$ cat src/rtl/fetch_unit_if.sv
// Instruction-memory read port between the fetch unit and its memory.
// One request is held until the memory acknowledges with a data word.
interface fetch_unit_if;
  logic        imem_req;
  logic [31:0] imem_addr;
  logic        imem_ack;
  logic [31:0] imem_rdata;

  modport master (
    output imem_req,
    output imem_addr,
    input  imem_ack,
    input  imem_rdata
  );

  modport slave (
    input  imem_req,
    input  imem_addr,
    output imem_ack,
    output imem_rdata
  );
endinterface

$ cat src/rtl/fetch_unit.sv
// Two-state instruction fetch unit: fetch a word, present it to the decoder for one
// cycle, then compute the next PC (sequential, branch, jump, register or exception).
module fetch_unit #(
  parameter logic [31:0] RESET_PC   = 32'h0000_3000,
  parameter logic [31:0] EXC_VECTOR = 32'h0000_4180
) (
  input  logic                clk,
  input  logic                rstn,
  fetch_unit_if.master        imem,
  output logic [31:0]         instr,
  output logic                nop,
  input  logic [2:0]          npc_op,
  input  logic [31:0]         rs_data,
  output logic [31:0]         pc_out,
  output logic [31:0]         pc_plus4,
  output logic [31:0]         epc,
  output logic                exc
);

  localparam logic [2:0] NpcPlus4  = 3'd0;
  localparam logic [2:0] NpcBranch = 3'd1;
  localparam logic [2:0] NpcJump   = 3'd2;
  localparam logic [2:0] NpcJr     = 3'd3;

  typedef enum logic [0:0] {S_FETCH, S_EXEC} state_e;

  state_e      state_q, state_d;
  logic [31:0] pc_q, pc_d;
  logic [31:0] instr_q, instr_d;
  logic [31:0] epc_q, epc_d;
  logic        exc_q, exc_d;
  logic        take_exc;
  logic [31:0] br_offset;

  assign pc_plus4  = pc_q + 32'd4;
  assign br_offset = {{14{instr_q[15]}}, instr_q[15:0], 2'b00};

  always_comb begin
    state_d  = state_q;
    pc_d     = pc_q;
    instr_d  = instr_q;
    epc_d    = epc_q;
    exc_d    = 1'b0;
    take_exc = 1'b0;
    case (state_q)
      S_FETCH: begin
        if (imem.imem_ack) begin
          instr_d = imem.imem_rdata;
          state_d = S_EXEC;
        end
      end
      S_EXEC: begin
        state_d = S_FETCH;
        case (npc_op)
          NpcPlus4:  pc_d = pc_plus4;
          NpcBranch: pc_d = pc_plus4 + br_offset;
          NpcJump:   pc_d = {pc_plus4[31:28], instr_q[25:0], 2'b00};
          NpcJr: begin
            if (rs_data[1:0] != 2'b00) begin
              take_exc = 1'b1;
            end else begin
              pc_d = rs_data;
            end
          end
          // EXCEPT and the reserved encodings all trap
          default:   take_exc = 1'b1;
        endcase
        if (take_exc) begin
          epc_d = pc_q;
          pc_d  = EXC_VECTOR;
          exc_d = 1'b1;
        end
      end
      default: state_d = S_FETCH;
    endcase
  end

  always_ff @(posedge clk) begin
    if (!rstn) begin
      state_q <= S_FETCH;
      pc_q    <= RESET_PC;
      instr_q <= 32'd0;
      epc_q   <= 32'd0;
      exc_q   <= 1'b0;
    end else begin
      state_q <= state_d;
      pc_q    <= pc_d;
      instr_q <= instr_d;
      epc_q   <= epc_d;
      exc_q   <= exc_d;
    end
  end

  // Gate with rstn so no request is issued while reset is held
  assign imem.imem_req  = rstn && (state_q == S_FETCH);
  assign imem.imem_addr = pc_q;
  assign nop            = !rstn || (state_q != S_EXEC);
  assign instr          = instr_q;
  assign pc_out         = pc_q;
  assign epc            = epc_q;
  assign exc            = exc_q;

endmodule

$ cat src/flat_wrapper.sv
// flat-port wrapper written by rule: the top's interface ports become plain ports
module fetch_unit_flat 
#(
  parameter logic [31:0] RESET_PC   = 32'h0000_3000,
  parameter logic [31:0] EXC_VECTOR = 32'h0000_4180
)
  (clk, rstn, instr, nop, npc_op, rs_data, pc_out, pc_plus4, epc, exc, imem_imem_req, imem_imem_addr, imem_imem_ack, imem_imem_rdata);
  fetch_unit_if imem_i ();
  input  logic clk;
  input  logic rstn;
  output logic [31:0] instr;
  output logic nop;
  input  logic [2:0] npc_op;
  input  logic [31:0] rs_data;
  output logic [31:0] pc_out;
  output logic [31:0] pc_plus4;
  output logic [31:0] epc;
  output logic exc;
  output wire logic [$bits(imem_i.imem_req)-1:0] imem_imem_req;
  output wire logic [$bits(imem_i.imem_addr)-1:0] imem_imem_addr;
  input wire logic [$bits(imem_i.imem_ack)-1:0] imem_imem_ack;
  input wire logic [$bits(imem_i.imem_rdata)-1:0] imem_imem_rdata;
  assign imem_imem_req = imem_i.imem_req;
  assign imem_imem_addr = imem_i.imem_addr;
  assign imem_i.imem_ack = imem_imem_ack;
  assign imem_i.imem_rdata = imem_imem_rdata;
  fetch_unit #(.RESET_PC(RESET_PC), .EXC_VECTOR(EXC_VECTOR)) u_core (.clk(clk), .rstn(rstn), .imem(imem_i), .instr(instr), .nop(nop), .npc_op(npc_op), .rs_data(rs_data), .pc_out(pc_out), .pc_plus4(pc_plus4), .epc(epc), .exc(exc));
endmodule
$ cat config.mk
export PLATFORM = sky130hd
export DESIGN_NAME = fetch_unit_flat
export DESIGN_NICKNAME = d
export VERILOG_FILES = /design/src/rtl/fetch_unit_if.sv /design/src/rtl/fetch_unit.sv /design/src/flat_wrapper.sv
export SDC_FILE = /design/constraint.sdc
export NUM_CORES = 1
export LEC_CHECK = 0
export CORE_ASPECT_RATIO = 1.75
export CORE_MARGIN = 3
export CORE_UTILIZATION = 50
export CTS_BUF_LIST = sky130_fd_sc_hd__clkbuf_16
export CTS_CLUSTER_SIZE = 28
export DETAILED_ROUTE_END_ITERATION = 12
export PLACE_DENSITY = 0.88
export SLEW_MARGIN = 20
export SYNTH_ARGS = -nofsm -noshare
export SYNTH_HDL_FRONTEND = slang
export SYNTH_SLANG_ARGS = --single-unit
export TNS_END_PERCENT = 1
$ cat constraint.sdc
create_clock -name clk -period 8.5 [get_ports clk]
set_input_delay 1.7 -clock clk [delete_from_list [all_inputs] [get_ports clk]]
set_output_delay 1.7 -clock clk [all_outputs]
set_load 0.005 [all_outputs]
==> results.json, run 1 <==
{
  "synth_edf_count": 0,
  "synthTopCellsByArea": "dfxtp_1 (28%), nand2_1 (11%), a21boi_0 (7.0%)",
  "core_area_sq_um": 13450,
  "fp.dieH_um": 161.2,
  "syn_area_sq_um": 6884,
  "cts.path.max_buffers": 2,
  "finalSetupViolCount": 0,
  "fp.dieW_um": 94.70,
  "max_stage_delay_ns": 0.61,
  "synth_top_family_by_area": "compound AO/OA/AOI/OAI gates",
  "n_antenna_cell": 0,
  "ys.flop_type": "dfxtp_1",
  "fin_crit_ns": 5.236,
  "grt_pass1_vias": 6915,
  "yosysTopAreaCell": "dfxtp_1",
  "yosysMostFrequentCell": "nand2_1",
  "start_util_pct": 51.17,
  "cp_slowest_cell": "and2b_2",
  "wl_per_cell_um": 18.84,
  "cts_buffers": 9,
  "grt-ovfl-total": 0,
  "reg2reg_from": "u_core.imem.imem_addr[3]",
  "drive_gt1_share_pct": 4.070,
  "start_kind": "primary input",
  "r2r_slack_ns": 3.82,
  "multi_input_area_sq_um": 4380,
  "drc": 0,
  "cts_hold_buf": 0,
  "powerDensity_nw_per_um2": 121.6,
  "routed_wl_mm": 23.64,
  "synth-async-reset-ratio_pct": 0,
  "cap_violations": 0,
  "synth_top_area_share_pct": 28.50,
  "syn_nets": 1016,
  "die-area_sq_um": 15270,
  "hpwlAfterDp_mm": 18.23,
  "setup_tns_ns": 0,
  "crit_chain": "buf_2, buf_4, and2b_2, clkdlybuf4s50_1",
  "rows": 56,
  "cts_root_buf": "clkbuf_16",
  "end_kind": "output pin",
  "syn_avg_cell_area_sq_um": 7.573,
  "clkLatencyLatePin_ns": 0.35,
  "area_growth_pct": 34.71,
  "grt_max_degree": 77,
  "path_clk_slew_ns": 0.07,
  "worst_ep_arrival_time_ns": 3.54,
  "fill_cells": 1129,
  "routabilityCongestion": 1.027,
  "htreeDepth": 3,
  "cts_tree": "built",
  "hold_end": "u_core.epc[14]",
  "period_share_pct": 61.60,
  "port-buffer-count": 232,
  "worst_pin_slew_ns": 1.201,
  "rsz0062_at_grt": "false",
  "synth-simple-area-share_pct": 22.17,
  "peakVddDrop_mv": 0.1125,
  "maxSlewHeadroom_pct": 19.63,
  "crit_buf_inv": 3,
  "grt_pass1_wl_mm": 36.74,
  "ys.warnings.count": 0,
  "viasPerCell": 5.833,
  "power.leakage_uw": 0.003585,
  "hold_viol": 0,
  "cts_setup_buffers": 0,
  "vias": 7320,
  "crit_fanout": 76,
  "finalPower_uw": 1128,
  "worstHoldPathCells": 2,
  "required_ns": 6.80,
  "antenna_found_initial": 0,
  "first_pass_iters": 5,
  "fin_nets": 1183,
  "synthesis.instances": 909,
  "ff_latch_area_sq_um": 1962,
  "grtUsageTotal_pct": 30.93,
  "finalMaxSlewViolations": 0,
  "synth_compound_area_share_pct": 26.23,
  "synth.top_cells.by_count": "nand2_1 (198), dfxtp_1 (98), a21boi_0 (64)",
  "synthXorXnorAreaFrac_pct": 6.852,
  "clock_sinks": 98,
  "cp_top_family": "buffers and inverters",
  "cts-resized-gates": 0,
  "finClkSkew_ns": 0.01040,
  "hold_path_class": "flip-flop to flip-flop",
  "ant_nets": 0,
  "synth_seq_cells": 98,
  "synth_cell_types": 73,
  "synth_fa_ha_area_share_pct": 6.834,
  "worstSetupPathType": "primary input to output pin",
  "r2r-end": "u_core.imem.imem_addr[29]",
  "r2r_cells": 16,
  "first_iter_violations": 561,
  "io_pins": 233,
  "status": "complete, no violations",
  "yosysSeqAreaShare_pct": 28.50,
  "fmax_mhz": 191.0,
  "hp-start": "u_core.epc[14]",
  "fin_util_pct": 68.94,
  "muxShareOfSynthArea_pct": 1.490
}
per-stage QoR:
| stage | std cells | area (sq um) | hold WS, ns | setup slack, ns |
|---|---|---|---|---|
| 3_5_place_dp | 1239 | 8985 | 0.4577 | 3.305 |
| 5_1_grt | 1255 | 9274 | 0.4846 | 3.156 |
| 3_3_place_gp | 1239 | 8985 | 0.4495 | 3.314 |
| 2_1_floorplan | 909 | 6884 | 0.4600 | 4.574 |
| 6_report | 1255 | 9274 | 0.4674 | 3.264 |
| 4_1_cts | 1255 | 9273 | 0.4682 | 3.300 |
routing by layer:
metal / routed length [um] / global-route usage, % / vias to the layer above / part of all wire (%)
met3: 1668 / 5.266 / 98 / 7.1
met1: 8179 / 33.60 / 3360 / 35
met4: 1688 / 18.86 / 0 / 7.1
met5: 0 / 0 / - / 0
li1: - / - / 3493 / -
met2: 12100 / 54.45 / 369 / 51
where the power goes:
part	total, uW	internal [uW]	leakage, uW	switching, uW
clock	401	204	0.000137	198
sequential	496	473	0.000797	23.1
combinational	230	115	0.00265	115
layout by cell type (no fill, tap or decap), drive strengths merged, types with 6 or more instances in the layout:
master | synthesis | final
nor3 | 11 | 11
nand4 | 8 | 8
clkdlybuf4s50 | 1 | 231
a21oi | 58 | 58
nand3 | 23 | 23
xnor2 | 33 | 33
dfxtp | 98 | 98
clkbuf | 42 | 9
o21ai | 55 | 55
buf | 39 | 7
nor2b | 6 | 6
nand2b | 9 | 9
o211ai | 14 | 14
nor2 | 56 | 56
inv | 17 | 19
a21boi | 65 | 65
a21o | 16 | 16
and3 | 14 | 14
xor2 | 20 | 20
mux2i | 8 | 8
ha | 36 | 36
nand2 | 200 | 200
o221ai | 10 | 10
state kept, by name, indices dropped and copies added, names as in the netlist:
name / flops
u_core.epc: 32
u_core.exc: 1
u_core.state_q: 1
u_core.imem.imem_addr: 32
u_core.instr: 32
cells by family (layout without fill, tap and decap cells):
family / after synthesis / in the layout
multiplexers: 9 / 9
flip-flops: 98 / 98
buffers and inverters: 99 / 271
AND/OR/NAND/NOR: 346 / 346
adder cells (fa/ha/maj): 37 / 37
XOR/XNOR: 53 / 53
AO/OA/AOI/OAI: 267 / 267
layout make-up:
class	instances	share of cell area [%]
flip-flops and latches	98	21.15
inverters	17	0.6881
clock buffers	9	2.428
well taps	174	2.348
repair buffers	238	25.47
multi-input cells	712	47.23
clock inverters	7	0.6746
worst reg2reg max path: stages (launching register included):
cell	delay, ns
dfxtp_1	0.49
ha_1	0.28
nand2_1	0.13
nor4_2	0.42
nand4_1	0.27
nor2_1	0.19
xor2_1	0.48
ha_1	0.44
a21o_1	0.21
a21o_1	0.20
nor2_2	0.12
nand4_1	0.13
a31oi_2	0.30
o221ai_2	0.16
a221oi_2	0.29
mux2i_1	0.15
a221o_1	0.33
how the worst max path moves through the flow:
stage | startpoint | end | cells past startpoint
CTS | rstn | imem_imem_req | 4
floorplan | rstn | imem_imem_req | 3
finish | rstn | imem_imem_req | 4
detailed placement | rstn | imem_imem_req | 4
global route | rstn | imem_imem_req | 4
global placement | rstn | imem_imem_req | 4
(Power assumes the default switching activity.)
==> run 2: changes to the inputs <==
--- a/config.mk
+++ b/config.mk
@@ -7,11 +7,11 @@
 export LEC_CHECK = 0
 export CORE_ASPECT_RATIO = 1.75
 export CORE_MARGIN = 3
-export CORE_UTILIZATION = 50
+export CORE_UTILIZATION = 42
 export CTS_BUF_LIST = sky130_fd_sc_hd__clkbuf_16
 export CTS_CLUSTER_SIZE = 28
 export DETAILED_ROUTE_END_ITERATION = 12
-export PLACE_DENSITY = 0.88
+export PLACE_DENSITY = 0.79
 export SLEW_MARGIN = 20
 export SYNTH_ARGS = -nofsm -noshare
 export SYNTH_HDL_FRONTEND = slang
==> constraint.sdc (replaced) <==
create_clock -name clk -period 4.4 [get_ports clk]
set_input_delay 0.88 -clock clk [delete_from_list [all_inputs] [get_ports clk]]
set_output_delay 0.88 -clock clk [all_outputs]
set_load 0.005 [all_outputs]
==> run 2 against run 1 <==
  * Combinational power grew 100%
  * Wire length grew 9.0%
  * Clock skew grew 0.00079 ns
  * Core utilization shrank 9.8 points
  * Critical path depth grew 12
  * Setup slack lost 2.9 ns
  * Global-route usage shrank 3.1 points
  * Final cell count grew 2.4%
  * Register-to-register slack lost 3.4 ns
  * First-iteration DRC count shrank 25%
  * Total power grew 100%
  * Critical endpoint is now u_core.imem.imem_addr[29]
==> results.json, run 2 (synthesis results as in run 1) <==
{
  "powerDensity_nw_per_um2": 241.0,
  "fin_crit_ns": 4.027,
  "cap_violations": 0,
  "end_kind": "flip-flop",
  "dpl-instance-area_sq_um": 9116,
  "final_common_cell": "clkdlybuf4s50_1",
  "grtUsageTotal_pct": 27.83,
  "worstSetupPathType": "flip-flop to flip-flop",
  "drc": 0,
  "power.leakage_uw": 0.003684,
  "crit_fanout": 9,
  "final_cell_mix": "clkdlybuf4s50_1 (231), nand2_1 (198), dfxtp_1 (98)",
  "cts_root_buf": "clkbuf_16",
  "antenna_found_initial": 0,
  "n_antenna_cell": 0,
  "routabilityCongestion": 0.9976,
  "start_util_pct": 43.16,
  "placed_cells": 1269,
  "stdcell_count": 1285,
  "period_share_pct": 91.51,
  "viasPerCell": 5.767,
  "first_iter_violations": 418,
  "worst_pin_slew_ns": 1.124,
  "rows": 61,
  "hp-start": "u_core.epc[27]",
  "maxSlewHeadroom_pct": 24.88,
  "peakVddDrop_mv": 0.2603,
  "start_kind": "flip-flop",
  "clkLatencyLatePin_ns": 0.35,
  "post-place-ws_ns": 0.4110,
  "ant_nets": 0,
  "path_clk_slew_ns": 0.08,
  "hold_path_class": "flip-flop to flip-flop",
  "r2r_cells": 16,
  "io_pins": 233,
  "cts_buffers": 9,
  "htreeDepth": 3,
  "routed_wl_mm": 25.77,
  "area_growth_pct": 37.10,
  "grt-ovfl-total": 0,
  "finClkSkew_ns": 0.01120,
  "finish.instance_area_sq_um": 9438,
  "setup_tns_ns": 0,
  "r2r-end": "u_core.imem.imem_addr[29]",
  "worstHoldPathCells": 2,
  "cts_setup_buffers": 0,
  "fmax_mhz": 248.4,
  "cts_tree": "built",
  "grt_max_degree": 76,
  "fp.dieW_um": 102.8,
  "first_pass_iters": 5,
  "status": "complete, no violations",
  "hold_viol": 0,
  "reg2reg_from": "u_core.imem.imem_addr[4]",
  "hpwlAfterDp_mm": 19.92,
  "finalPower_uw": 2274,
  "finalSetupViolCount": 0,
  "finalMaxSlewViolations": 0,
  "clock_sinks": 98,
  "fin_nets": 1198,
  "fp.dieH_um": 175.4,
  "worst_ep_arrival_time_ns": 4.26,
  "required_ns": 4.64,
  "grt_pass1_vias": 7181,
  "grt_pass1_wl_mm": 38.72,
  "die-area_sq_um": 18020,
  "vias": 7410,
  "port-buffer-count": 232,
  "fill_cells": 1465,
  "setup_ws_ns": 0.3734,
  "r2r_slack_ns": 0.37,
  "core_area_sq_um": 15950,
  "rsz0062_at_grt": "false",
  "wl_per_cell_um": 20.06,
  "hold_end": "u_core.epc[27]",
  "drive_gt1_share_pct": 5.292,
  "cts.path.max_buffers": 2
}
[run 2: cell types whose count changed in the layout (fill, tap and decap cells not counted)]
cell        before  now
nor4_4           0    1
and2_2           1    0
inv_8            0    1
clkinvlp_4       1    0
bufinv_16        0    1
buf_4            6   21
nor4_2           1    0
clkinv_1         1    0
and2_1           4    5
clkinv_4         2    1
inv_1           17   18
[run 2: worst max-delay path by stage]
| stage | start | endpoint | slack [ns] | depth (start not counted) |
|---|---|---|---|---|
| after floorplan | u_core.imem.imem_addr[2] | u_core.imem.imem_addr[29] | 0.61 | 17 |
| after global placement | u_core.imem.imem_addr[4] | u_core.imem.imem_addr[29] | 0.55 | 15 |
| after detailed placement | u_core.imem.imem_addr[5] | u_core.imem.imem_addr[29] | 0.41 | 15 |
| after CTS | u_core.imem.imem_addr[4] | u_core.imem.imem_addr[29] | 0.38 | 15 |
| after global routing | u_core.imem.imem_addr[5] | u_core.imem.imem_addr[29] | 0.06 | 15 |
| final | u_core.imem.imem_addr[4] | u_core.imem.imem_addr[29] | 0.37 | 16 |
[run 2: repair_timing]
| action | 4_1_cts | 5_1_grt |
|---|---|---|
| gates resized for setup | 0 | 1 |
| endpoints found under the setup margin | 0 | 1 |
| hold buffers | 0 | 0 |
[run 2: per-stage QoR]
step,utilization (%),hold WS [ns]
6_report,59.17,0.4632
3_5_place_dp,57.15,0.4572
5_1_grt,59.17,0.4886
2_1_floorplan,-,0.4600
3_3_place_gp,57.15,0.4501
4_1_cts,59.11,0.4680
[run 2: area by class of cell]
class / instances / area (sq um) / area share (%)
clock buffers: 9 / 225.2 / 2.386
clock inverters: 7 / 87.58 / 0.9280
inverters: 17 / 63.81 / 0.6761
multi-input cells: 712 / 4388 / 46.49
flip-flops and latches: 98 / 1962 / 20.79
well taps: 189 / 236.5 / 2.506
repair buffers: 253 / 2475 / 26.22
[run 2: critical path, cell delays in order, from the launching register on]
cell	delay, ns
dfxtp_1	0.48
and3_1	0.21
and4_1	0.29
and2_1	0.26
and3_1	0.28
nand3_1	0.12
xnor2_1	0.24
ha_1	0.27
a21o_1	0.20
a21o_1	0.20
nor2_2	0.13
nand4_1	0.13
a31oi_2	0.25
o221ai_2	0.14
a221oi_2	0.28
mux2i_1	0.11
a221o_1	0.32
[run 2: per-layer routing]
layer | global-route usage (%) | wire, um | up-vias
li1 | - | - | 3501
met1 | 29.48 | 9000 | 3462
met2 | 49.76 | 13420 | 347
met3 | 4.372 | 1565 | 100
met4 | 17.23 | 1783 | 0
met5 | 0 | 0 | -
[run 2: report_power, final]
group | internal (uW) | switching (uW)
clock network | 454 | 398
registers | 914 | 38.0
logic | 230 | 240
total | 1600 | 676
==> run 3: changes to the inputs <==
--- a/config.mk
+++ b/config.mk
@@ -12,6 +12,7 @@
 export CTS_CLUSTER_SIZE = 28
 export DETAILED_ROUTE_END_ITERATION = 12
 export PLACE_DENSITY = 0.79
+export SETUP_SLACK_MARGIN = 0.05
 export SLEW_MARGIN = 20
 export SYNTH_ARGS = -nofsm -noshare
 export SYNTH_HDL_FRONTEND = slang
==> constraint.sdc (replaced) <==
create_clock -name clk -period 4.4 [get_ports clk]
set_input_delay 0.88 -clock clk [delete_from_list [all_inputs] [get_ports clk]]
set_output_delay 0.88 -clock clk [all_outputs]
set_load 0.01 [all_outputs]
==> results of run 3 <==
The final DEF is identical to that of run 2. Status: complete, no violations.
Main changes from that run: total power 2274 uW -> 2292 uW; worst IR drop on VDD 0.2603 mV -> 0.2608 mV
